===== src/rtl/traffic_sequencer.sv =====
// ----------------------------------------------------------------------------
// traffic_sequencer
//
// Four-way intersection lamp sequencer with a pedestrian walk phase and a
// flashing-yellow night mode. Every state runs for a fixed number of seconds,
// which an external seconds-timer measures. On the first cycle of each state
// the sequencer clears that timer and loads the state's duration into it. It
// then waits for the timer's done flag before it moves to the next state.
//
// Ports
//   CLK         in   1   system clock, rising edge
//   reset       in   1   asynchronous, active-low
//   enable      in   1   1 = run, 0 = freeze state and pause the timer
//   ped_req     in   1   pedestrian button (level, latched as a pending request)
//   night_mode  in   1   request flashing-yellow operation
//   timer_done  in   1   seconds-timer finished flag
//   timer_en    out  1   seconds-timer enable
//   timer_clr   out  1   seconds-timer clear, one pulse per state entry
//   timer_secs  out  16  duration of the current state
//   ns_light    out  3   north-south lamps {R,Y,G}
//   ew_light    out  3   east-west lamps {R,Y,G}
//   walk        out  1   pedestrian walk lamp
//   state       out  3   current state code
// ----------------------------------------------------------------------------
module traffic_sequencer #(
    parameter logic [15:0] T_GREEN  = 16'd20,
    parameter logic [15:0] T_YELLOW = 16'd3,
    parameter logic [15:0] T_ALLRED = 16'd1,
    parameter logic [15:0] T_WALK   = 16'd10
) (
    input  logic        CLK,
    input  logic        reset,
    input  logic        enable,
    input  logic        ped_req,
    input  logic        night_mode,
    input  logic        timer_done,
    output logic        timer_en,
    output logic        timer_clr,
    output logic [15:0] timer_secs,
    output logic [2:0]  ns_light,
    output logic [2:0]  ew_light,
    output logic        walk,
    output logic [2:0]  state
);

    typedef enum logic [2:0] {
        NS_GREEN  = 3'd0,
        NS_YELLOW = 3'd1,
        ALL_RED1  = 3'd2,
        EW_GREEN  = 3'd3,
        EW_YELLOW = 3'd4,
        ALL_RED2  = 3'd5,
        PED_WALK  = 3'd6,
        NIGHT     = 3'd7
    } state_t;

    localparam logic [2:0] LAMP_RED    = 3'b100;
    localparam logic [2:0] LAMP_YELLOW = 3'b010;
    localparam logic [2:0] LAMP_GREEN  = 3'b001;
    localparam logic [2:0] LAMP_OFF    = 3'b000;

    state_t state_q, state_d;
    logic   entry_q, entry_d;
    logic   started_q, started_d;
    logic   ped_pending_q, ped_pending_d;
    logic   flash_q, flash_d;
    logic   advance;

    // State register. Reset leaves started_q low so that the first edge after
    // release makes the cycle that follows an ALL_RED2 entry cycle.
    always_ff @(posedge CLK or negedge reset) begin
        if (!reset) begin
            state_q       <= ALL_RED2;
            entry_q       <= 1'b0;
            started_q     <= 1'b0;
            ped_pending_q <= 1'b0;
            flash_q       <= 1'b0;
        end else begin
            state_q       <= state_d;
            entry_q       <= entry_d;
            started_q     <= started_d;
            ped_pending_q <= ped_pending_d;
            flash_q       <= flash_d;
        end
    end

    // Next-state logic. The sequencer ignores timer_done on an entry cycle
    // because the timer has not been cleared yet at that point. A NIGHT state
    // that stays in NIGHT counts as a re-entry. That re-entry restarts the
    // one-second flash period.
    always_comb begin
        state_d       = state_q;
        entry_d       = 1'b0;
        started_d     = 1'b1;
        flash_d       = flash_q;
        ped_pending_d = ped_pending_q | ped_req;
        advance       = started_q && !entry_q && enable && timer_done;

        if (!started_q) begin
            entry_d = 1'b1;
        end else if (advance) begin
            entry_d = 1'b1;
            case (state_q)
                NS_GREEN:  state_d = NS_YELLOW;
                NS_YELLOW: state_d = ALL_RED1;
                ALL_RED1:  state_d = night_mode ? NIGHT : EW_GREEN;
                EW_GREEN:  state_d = EW_YELLOW;
                EW_YELLOW: state_d = ALL_RED2;
                ALL_RED2: begin
                    if (night_mode) begin
                        state_d = NIGHT;
                    end else if (ped_pending_q) begin
                        state_d = PED_WALK;
                    end else begin
                        state_d = NS_GREEN;
                    end
                end
                PED_WALK:  state_d = NS_GREEN;
                NIGHT: begin
                    if (night_mode) begin
                        flash_d = ~flash_q;
                    end else begin
                        state_d = ALL_RED2;
                        flash_d = 1'b0;
                    end
                end
                default:   state_d = ALL_RED2;
            endcase
            // Entering the walk phase serves the request. This clear takes
            // priority over a button press in the same cycle.
            if (state_d == PED_WALK) begin
                ped_pending_d = 1'b0;
            end
        end
    end

    // Timer handshake, duration and lamp decode, all from registered state.
    always_comb begin
        timer_clr = entry_q;
        timer_en  = entry_q || (started_q && enable);
        state     = state_q;
        walk      = 1'b0;
        ns_light  = LAMP_RED;
        ew_light  = LAMP_RED;

        case (state_q)
            NS_GREEN, EW_GREEN:   timer_secs = T_GREEN;
            NS_YELLOW, EW_YELLOW: timer_secs = T_YELLOW;
            ALL_RED1, ALL_RED2:   timer_secs = T_ALLRED;
            PED_WALK:             timer_secs = T_WALK;
            default:              timer_secs = 16'd1;
        endcase

        case (state_q)
            NS_GREEN:  ns_light = LAMP_GREEN;
            NS_YELLOW: ns_light = LAMP_YELLOW;
            EW_GREEN:  ew_light = LAMP_GREEN;
            EW_YELLOW: ew_light = LAMP_YELLOW;
            PED_WALK:  walk     = 1'b1;
            NIGHT: begin
                ns_light = flash_q ? LAMP_YELLOW : LAMP_OFF;
                ew_light = flash_q ? LAMP_YELLOW : LAMP_OFF;
            end
            default: begin
                ns_light = LAMP_RED;
                ew_light = LAMP_RED;
            end
        endcase
    end

endmodule


===== config.mk =====
export PLATFORM = sky130hd
export DESIGN_NAME = traffic_sequencer
export DESIGN_NICKNAME = d
export VERILOG_FILES = /design/src/rtl/traffic_sequencer.sv
export SDC_FILE = /design/constraint.sdc
export NUM_CORES = 1
export LEC_CHECK = 0
export ABC_AREA = 0
export CAP_MARGIN = 20
export CORE_MARGIN = 2
export CORE_UTILIZATION = 37
export CTS_CLUSTER_SIZE = 10
export DETAILED_ROUTE_END_ITERATION = 6
export GPL_TIMING_DRIVEN = 0
export PLACE_DENSITY = 0.85
export SYNTH_ARGS = -nofsm -noshare
export SYNTH_HDL_FRONTEND = slang
export SYNTH_SLANG_ARGS = --single-unit

===== constraint.sdc =====
create_clock -name CLK -period 4.36 [get_ports CLK]
set_clock_uncertainty 0.1 [all_clocks]
set_input_delay 0.872 -clock CLK [delete_from_list [all_inputs] [get_ports CLK]]
set_output_delay 0.872 -clock CLK [all_outputs]
set_load 0.1 [all_outputs]

==> summary.md, run 1 <==
| Metric | Value |
|---|---|
| Layout cells sized above 1 | `25.7%` |
| Final period utilization | `82.4%` |
| Area grow syn2layout | `52.8%` |
| Rel. slew slack | `35.1%` |
| Actual slew at the worst max-slew pin | `0.971 ns` |
| Post-route ant nets | `0` |
| Routed len/inst | `9.99 um` |
| Hold wc startpoint | `started_q` |
| Commonest non-fill, non-tap cell in the layout | `clkdlybuf4s50_1` |
| Post-CTS setup buffers | `0` |
| Chip Height | `43.7 um` |
| Starting Density | `39.2%` |
| Ports | `34` |
| Iteration-0 DRC Markers | `21` |
| Vias per cell | `4.61` |
| Syn Inst Count | `69` |
| Final setup vio count | `0` |
| Status | `finished, final reports clean` |
| Register-to-Register Setup Slack | `2.95 ns` |
| #FFs+latches synth | `7` |
| Overall Global Routing Usage | `14.9%` |
| GRT overflow | `0` |
| Initial antenna violation count | `0` |
| Detailed-route wire length | `1210 um` |
| Slew Viols, Final | `0` |
| R2R Path End | `flash_q` |
| Diode count | `0` |
| Achievable Freq | `278 MHz` |
| Met1 Use GR | `16.9%` |
| Worst EP arrival | `2.62 ns` |
| Post-CTS Hold Buffers | `0` |
| Worst-Skew Late Latency | `0.26 ns` |
| Vias in the first global route | `514` |
| Ys Warns | `0` |
| Post-DP HPWL | `982 um` |
| RR Startpoint | `timer_clr` |
| Die Span X | `43.7 um` |
| Sequential area share after synthesis | `30.5%` |
| 1st-pass router iterations | `4` |
| Total CTS buffers | `3` |
| DRC | `0` |
| Largest net degree at the start of global routing | `11` |
| Mapped cell area | `583 um^2` |
| Post-Syn Area per Cell | `8.45 um^2` |
| Clock sink count | `7` |
| Worst reg2reg path depth | `3` |
| Most Used Layer, Global Route | `met2` |
| Met3 usage | `6.25%` |
| Worst Path Class, Setup | `in2out` |
| RSZ-0062 raised after global routing | `false` |
| # resized after CTS | `0` |
| Clock slew at reported path FFs | `0.05 ns` |
| Number of max-cap violations | `0` |
| Routability Congestion | `0.792` |
| First-pass GRT wire length | `2080 um` |
| IO Port Bufs | `22` |
| CTS Root Cell | `clkbuf_4` |
| CTS tree | `done` |
| Hold path depth | `1` |
| H-tree Lvls | `1` |
| Core Footprint | `1490 um^2` |
| Crit. End Element | `primary output` |
| Crit-path max FO | `3` |
| Post-synthesis cell type count | `28` |
| Grt met2 use | `23.8%` |
| Crit path required time | `3.39 ns` |
| Hold path endpoint | `timer_clr` |
| DIE AREA | `1910 um^2` |
| Clock Path Buffers | `2` |
| Core Rows | `14` |
| Most frequent cells in the layout | `clkdlybuf4s50_1, buf_4, conb_1` |
| CP Launch Type | `input port` |
| Setup tns final | `0 ns` |
| Fin crit period | `3.59 ns` |
| Nets | `112` |
| Tightest Hold Check Type | `reg2reg` |
| Routed via count | `558` |
| Final-report hold violation count | `0` |
how the worst max path moves through the flow:
stage	from	end	slack, ns	cells after the start
2_1_floorplan	state[2]	timer_secs[1]	0.16	2
3_3_place_gp	enable	timer_en	0.78	3
3_5_place_dp	enable	timer_en	0.77	3
4_1_cts	enable	timer_en	0.76	3
5_1_grt	state[0]	timer_secs[4]	0.69	5
6_report	enable	timer_en	0.77	3
flip-flops by register name, indices dropped and copies added, names as in the netlist:
| name | count |
|---|---|
| started_q | 1 |
| flash_q | 1 |
| timer_clr | 1 |
| state | 3 |
| ped_pending_q | 1 |
routing by layer:
metal | routed length (um) | up-vias | share of wire (%)
met5 | 0 | - | 0
li1 | - | 281 | -
met1 | 492 | 254 | 41
met4 | 15 | 0 | 1.2
met2 | 615 | 21 | 51
met3 | 85 | 2 | 7.0
worst max-delay path: stages:
cell             delay (ns)
clkdlybuf4s50_1        0.50
a21o_1                 0.13
clkdlybuf4s50_1        1.12
cell type report:
cell class / instances / area [um^2]
plain buffers: 16 / 115
clock buffers: 4 / 26.3
fillers: 127 / 598
inverters: 1 / 3.75
multi-input cells: 55 / 328
flip-flops and latches: 7 / 178
well taps: 16 / 20.0
repair buffers: 22 / 220
cell usage after synthesis:
library cell	instances	area [um^2]
a31oi_1	1	6.26
o21a_1	2	15.0
a21oi_1	6	30.0
a221oi_2	1	15.0
nand4_2	1	12.5
mux2_2	1	11.3
and4b_4	1	13.8
nand2_1	6	22.5
nor3b_1	1	7.51
o311ai_0	1	8.76
nor2_1	6	22.5
nand4b_1	1	8.76
dfrtp_1	5	125
mux2_4	1	15.0
nor2b_1	3	18.8
o21ai_0	3	15.0
inv_1	1	3.75
a41oi_1	1	8.76
a21o_1	1	7.51
and3_1	1	6.26
and2_1	2	12.5
conb_1	2	7.51
buf_4	14	105
dfstp_2	2	52.6
and3b_1	1	8.76
buf_2	2	10.0
or2_1	1	6.26
nand2b_1	1	6.26
logic make-up after synthesis:
family / count (synthesis) / synth area share, %
buffers and inverters: 17 / 20.4
muxes: 2 / 4.51
and+or+nand+nor: 25 / 25.1
AOI/OAI and AO/OA: 16 / 18.2
DFF: 7 / 30.5
other: 2 / 1.29
through the flow:
step | hold slack (ns) | cell area, um^2 | worst slack, ns | util, % | std cells
floorplan | 0.367 | 624 | 0.157 | - | 79
global placement | 0.400 | 865 | 0.780 | 58.1 | 117
detailed placement | 0.404 | 865 | 0.766 | 58.1 | 117
CTS | 0.414 | 891 | 0.760 | 59.8 | 121
global route | 0.464 | 891 | 0.690 | 59.8 | 121
finish | 0.413 | 891 | 0.768 | 59.8 | 121
Power of run 1 is not shown: default switching activity piles up to over one toggle a cycle in this logic, so the estimate is an artifact.
==> run 2, diff against run 1 <==
--- a/config.mk
+++ b/config.mk
@@ -8,11 +8,11 @@
 export ABC_AREA = 0
 export CAP_MARGIN = 20
 export CORE_MARGIN = 2
-export CORE_UTILIZATION = 37
+export CORE_UTILIZATION = 36
 export CTS_CLUSTER_SIZE = 10
 export DETAILED_ROUTE_END_ITERATION = 6
 export GPL_TIMING_DRIVEN = 0
-export PLACE_DENSITY = 0.85
+export PLACE_DENSITY = 0.83
 export SYNTH_ARGS = -nofsm -noshare
 export SYNTH_HDL_FRONTEND = slang
 export SYNTH_SLANG_ARGS = --single-unit
==> constraint.sdc (replaced) <==
create_clock -name CLK -period 3.6 [get_ports CLK]
set_clock_uncertainty 0.1 [all_clocks]
set_input_delay 0.72 -clock CLK [delete_from_list [all_inputs] [get_ports CLK]]
set_output_delay 0.72 -clock CLK [all_outputs]
set_load 0.1 [all_outputs]
==> run 2 against run 1 <==
Flip-flop and latch count stayed put. Non-clock buffer count stayed put. Register-to-register slack worse by 0.79 ns. Count of clock-buffer cells in the layout fell by 1. Critical path depth increased by 2. Worst hold slack gained 0.0024 ns. Via count up 2.5%. Critical path type is now reg2out. Critical endpoint is now ew_light[1]. Highest routed layer is now met3.
==> summary.md, run 2 (synthesis gave the netlist of run 1 again) <==
| Metric | Value |
|---|---|
| Status | `finished, final reports clean` |
| Max reg flops | `3 (unchanged)` |
| H-tree Lvls | `1 (unchanged)` |
| Worst EP arrival | `2.60 ns (-0.02 ns)` |
| Worst Path Class, Setup | `reg2out` |
| # resized after CTS | `0 (unchanged)` |
| Routed via count | `572 (+2.5%)` |
| Starting Density | `38.7% (-0.46 points)` |
| Fin crit period | `3.42 ns` |
| Iteration-0 DRC Markers | `5 (-76%)` |
| Commonest non-fill, non-tap cell in the layout | `clkdlybuf4s50_1` |
| Slew Viols, Final | `0 (unchanged)` |
| Overall Global Routing Usage | `15.9% (+1.0 points)` |
| Post-CTS setup buffers | `0 (unchanged)` |
| Clock sink count | `7 (unchanged)` |
| Total CTS buffers | `3 (unchanged)` |
| Achievable Freq | `293 MHz` |
| Largest net degree at the start of global routing | `11 (unchanged)` |
| CP Launch Type | `flip-flop` |
| Fillers | `133 (+4.7%)` |
| Critical-path top delay cell | `clkdlybuf4s50_1` |
| Crit. End Element | `primary output` |
| Post-DP HPWL | `1040 um (+6.4%)` |
| Clock slew at reported path FFs | `0.06 ns (about the same)` |
| Final-report hold violation count | `0 (unchanged)` |
| Tightest Hold Check Type | `reg2reg` |
| Most frequent cells in the layout | `clkdlybuf4s50_1, buf_4, conb_1` |
| Layout cells sized above 1 | `27.6% (+1.9 points)` |
| CTS Root Cell | `clkbuf_4` |
| First-pass GRT wire length | `2320 um (+12%)` |
| Vias per cell | `4.73 (+2.5%)` |
| DRC | `0 (unchanged)` |
| Hold wc startpoint | `started_q` |
| CP Cell Sequence | `buf_2 -> and2_1 -> nand2_1 -> a21oi_1 -> clkdlybuf4s50_1` |
| RR Startpoint | `state[2]` |
| Area grow syn2layout | `53.6%` |
| GRT overflow | `0 (unchanged)` |
| Post-CTS Hold Buffers | `0 (unchanged)` |
| Core Rows | `14 (unchanged)` |
| Sequential Area | `178 um^2 (unchanged)` |
| CTS tree | `done` |
| Initial antenna violation count | `0 (unchanged)` |
| Setup tns final | `0 ns (unchanged)` |
| Crit path required time | `2.78 ns (-0.61 ns)` |
| Rel. slew slack | `35.1% (-0.042 points)` |
| CP Launch Point | `state[0]` |
| Clock Path Buffers | `2 (unchanged)` |
| Final period utilization | `94.9%` |
| RSZ-0062 raised after global routing | `false` |
| Post-route ant nets | `0 (unchanged)` |
| Detailed-route wire length | `1350 um (+11%)` |
| Routability Congestion | `0.809 (+2.2%)` |
| 1st-pass router iterations | `2 (-2)` |
| Vias in the first global route | `530 (+3.1%)` |
| Ports | `34 (unchanged)` |
| DIE AREA | `1960 um^2 (+2.5%)` |
| Multi-input gate area | `332 um^2 (+1.1%)` |
| Number of max-cap violations | `0 (unchanged)` |
| IO Port Bufs | `22 (unchanged)` |
| Crit-path max FO | `10 (+7)` |
| Die Span X | `44.2 um (+1.3%)` |
| Chip Height | `44.2 um (+1.3%)` |
| Nets | `112 (unchanged)` |
| Diode count | `0 (unchanged)` |
| Crit path largest cell delay | `1.15 ns (+0.03 ns)` |
| Final setup vio count | `0 (unchanged)` |
| Core Footprint | `1510 um^2 (+1.2%)` |
| Actual slew at the worst max-slew pin | `0.971 ns (+0.000619 ns)` |
| Routed len/inst | `11.1 um (+11%)` |
| Worst-Skew Late Latency | `0.26 ns (about the same)` |
-- run 2: changes by cell type in the layout (fill, tap and decap cells not counted), sizes merged --
cell    change
clkbuf      -1
clkinv      +1
-- run 2: final timing paths --
check / slack, ns / cells past startpoint / end
min in group asynchronous: 0.61 / 1 / flash_q
min reg2reg: 0.42 / 1 / timer_clr
min: 0.42 / 1 / timer_clr
max in group asynchronous: 2.51 / 1 / state[0]
max reg2reg: 2.16 / 3 / ped_pending_q
max: 0.18 / 5 / ew_light[1]
-- run 2: routing by layer --
layer	vias up	GRT usage, %	wire (um)
li1	286	-	-
met1	267	18.0	564
met2	19	28.2	698
met3	0	4.90	85
met4	0	5.45	0
met5	-	0	0
-- run 2: final cells by class --
type                    instances  share of cell area [%]
inverters                       1                   0.419
plain buffers                  16                    12.8
clock buffers                   3                    2.51
clock inverters                 1                   0.559
well taps                      16                    2.23
multi-input cells              55                    37.0
repair buffers                 22                    24.6
flip-flops and latches          7                    19.8
-- run 2: critical path, delay by kind of cell (launching register included) --
kind                   cells  cell delay [ns]
AO/OA/AOI/OAI              1             0.15
buffers and inverters      2             1.37
flip-flops                 1             0.55
AND/OR/NAND/NOR            2             0.27
-- run 2: metrics by stage --
stage,hold WS (ns),cell area (um^2),utilization [%],cells,setup slack (ns)
after floorplan,0.324,628,-,79,-0.323
after global placement,0.407,868,57.6,117,0.324
after detailed placement,0.411,868,57.6,117,0.314
after CTS,0.419,896,59.5,121,0.172
after global routing,0.456,896,59.5,121,0.0766
final,0.415,896,59.5,121,0.184
Power of run 2 is left out for the same reason.
==> run 3, diff against run 2 <==
--- a/config.mk
+++ b/config.mk
@@ -12,7 +12,7 @@
 export CTS_CLUSTER_SIZE = 10
 export DETAILED_ROUTE_END_ITERATION = 6
 export GPL_TIMING_DRIVEN = 0
-export PLACE_DENSITY = 0.83
+export PLACE_DENSITY = 0.87
 export SYNTH_ARGS = -nofsm -noshare
 export SYNTH_HDL_FRONTEND = slang
 export SYNTH_SLANG_ARGS = --single-unit
==> run 3 against run 2 <==
Core utilization fell by 0.083 points. Die area did not move. Largest cell class unchanged. Final area fell by 0.14%. Fmax rose by 0.15%. Sequential share of layout area barely moved. Global-route usage fell by 0.76 points. Final cell count did not move. Critical path depth did not move. Worst hold slack improved by 0.027 ns.
==> summary.md, run 3 (synthesis gave the netlist of run 1 again) <==
| Metric | Value |
|---|---|
| Fillers | `146 (+9.8%)` |
| Rel. slew slack | `34.3% (-0.72 points)` |
| Status | `finished, final reports clean` |
| Nets | `112 (unchanged)` |
| CTS Root Cell | `clkbuf_4` |
| Crit path required time | `2.78 ns (about the same)` |
| Initial antenna violation count | `0 (unchanged)` |
| Hold Slack | `0.442 ns (+0.0269 ns)` |
| DIE AREA | `1960 um^2 (unchanged)` |
| Fin crit period | `3.41 ns (-0.00516 ns)` |
| Crit path largest cell delay | `1.11 ns (-0.04 ns)` |
| Post-CTS Hold Buffers | `0 (unchanged)` |
| Clock Path Buffers | `2 (unchanged)` |
| Worst Path Class, Setup | `reg2out` |
| 1st-pass router iterations | `6 (+4)` |
| Sequential Area | `178 um^2 (unchanged)` |
| Final period utilization | `94.8% (-0.14 points)` |
| Crit-path max FO | `10 (unchanged)` |
| Most frequent cells in the layout | `clkdlybuf4s50_1, buf_4, conb_1` |
| Critical-path top delay cell | `clkdlybuf4s50_1` |
| Post-CTS setup buffers | `0 (unchanged)` |
| Total CTS buffers | `3 (unchanged)` |
| Number of max-cap violations | `0 (unchanged)` |
| Actual slew at the worst max-slew pin | `0.982 ns (+0.0107 ns)` |
| Core Footprint | `1510 um^2 (unchanged)` |
| Area grow syn2layout | `53.4%` |
| Starting Density | `38.7% (unchanged)` |
| IO Port Bufs | `22 (unchanged)` |
| Pre-CTS setup slack | `0.307 ns (-0.00710 ns)` |
| Post-DP HPWL | `1080 um (+3.7%)` |
| Multi-input gate area | `332 um^2 (unchanged)` |
| Overall Global Routing Usage | `15.2% (-0.76 points)` |
| Hold path depth | `1 (unchanged)` |
| RSZ-0062 raised after global routing | `false` |
| CP Cell Sequence | `buf_2 -> nand2_1 -> a21oi_2 -> buf_4 -> clkdlybuf4s50_1` |
| DRC | `0 (unchanged)` |
| Routed len/inst | `11.8 um (+5.8%)` |
| Iteration-0 DRC Markers | `23 (+18)` |
| Vias per cell | `4.92 (+4.0%)` |
| Layout cells sized above 1 | `26.7% (-0.95 points)` |
| Commonest non-fill, non-tap cell in the layout | `clkdlybuf4s50_1` |
| CTS tree | `done` |
| Worst-Skew Late Latency | `0.25 ns (about the same)` |
| Largest net degree at the start of global routing | `11 (unchanged)` |
| Final core occ | `59.4% (-0.083 points)` |
| Clock sink count | `7 (unchanged)` |
| Die Span X | `44.2 um (unchanged)` |
| Crit. End Element | `primary output` |
| CP Launch Type | `flip-flop` |
| Achievable Freq | `293 MHz (+0.15%)` |
| Slew Viols, Final | `0 (unchanged)` |
| Vias in the first global route | `543 (+2.5%)` |
| Ports | `34 (unchanged)` |
| H-tree Lvls | `1 (unchanged)` |
| Routed via count | `595 (+4.0%)` |
| Max reg flops | `3 (unchanged)` |
| Detailed-route wire length | `1430 um (+5.8%)` |
| Final-report hold violation count | `0 (unchanged)` |
| Clock slew at reported path FFs | `0.06 ns (about the same)` |
| Worst reg2reg path depth | `3 (unchanged)` |
| Routability Congestion | `0.805 (-0.52%)` |
| Core Rows | `14 (unchanged)` |
| Chip Height | `44.2 um (unchanged)` |
| Post-route ant nets | `0 (unchanged)` |
| # resized after CTS | `0 (unchanged)` |
| First-pass GRT wire length | `2240 um (-3.3%)` |
| Final worst setup slack | `0.189 ns (+0.00516 ns)` |
| Worst EP arrival | `2.59 ns (about the same)` |
| Tightest Hold Check Type | `reg2reg` |
| Diode count | `0 (unchanged)` |
| GRT overflow | `0 (unchanged)` |
| Final setup vio count | `0 (unchanged)` |
==> run 3: changes by cell type in the layout (fill, tap and decap cells not counted), sizes merged <==
cell    before  now
clkbuf       3    4
clkinv       1    0
==> run 3: per-layer routing <==
metal / vias up / share of wire (%) / GRT usage (%)
li1: 286 / - / -
met1: 278 / 38 / 15.0
met3: 2 / 9.1 / 4.90
met2: 29 / 52 / 27.4
met5: - / 0 / 0
met4: 0 / 0.49 / 9.09
==> run 3: area by class of cell <==
cell class              count  area share (%)
plain buffers              16            12.9
inverters                   1           0.420
flip-flops and latches      7            19.9
multi-input cells          55            37.1
well taps                  16            2.24
clock buffers               4            2.94
repair buffers             22            24.6
==> run 3: per-stage QoR <==
stage | std cells | cell area [um^2] | setup TNS [ns]
floorplan | 79 | 628 | -0.484
global placement | 117 | 868 | 0
detailed placement | 117 | 868 | 0
CTS | 121 | 895 | 0
global route | 121 | 895 | 0
finish | 121 | 895 | 0
==> run 3: final timing paths <==
path / from / end / slack, ns
setup / recovery: state[0] / timer_secs[4] / 0.19
hold / removal: started_q / timer_clr / 0.44
setup reg to reg: state[0] / ped_pending_q / 2.14
hold reg to reg: started_q / timer_clr / 0.44
max in group asynchronous: reset / state[2] / 2.49
min in group asynchronous: reset / ped_pending_q / 0.62
==> run 3: critical path: cells and delay by family, from the launching register on <==
kind	cells	cell delay [ns]
and+or+nand+nor	1	0.13
AOI/OAI and AO/OA	1	0.19
DFF	1	0.56
buffers and inverters	3	1.46
Power of run 3 is left out for the same reason.
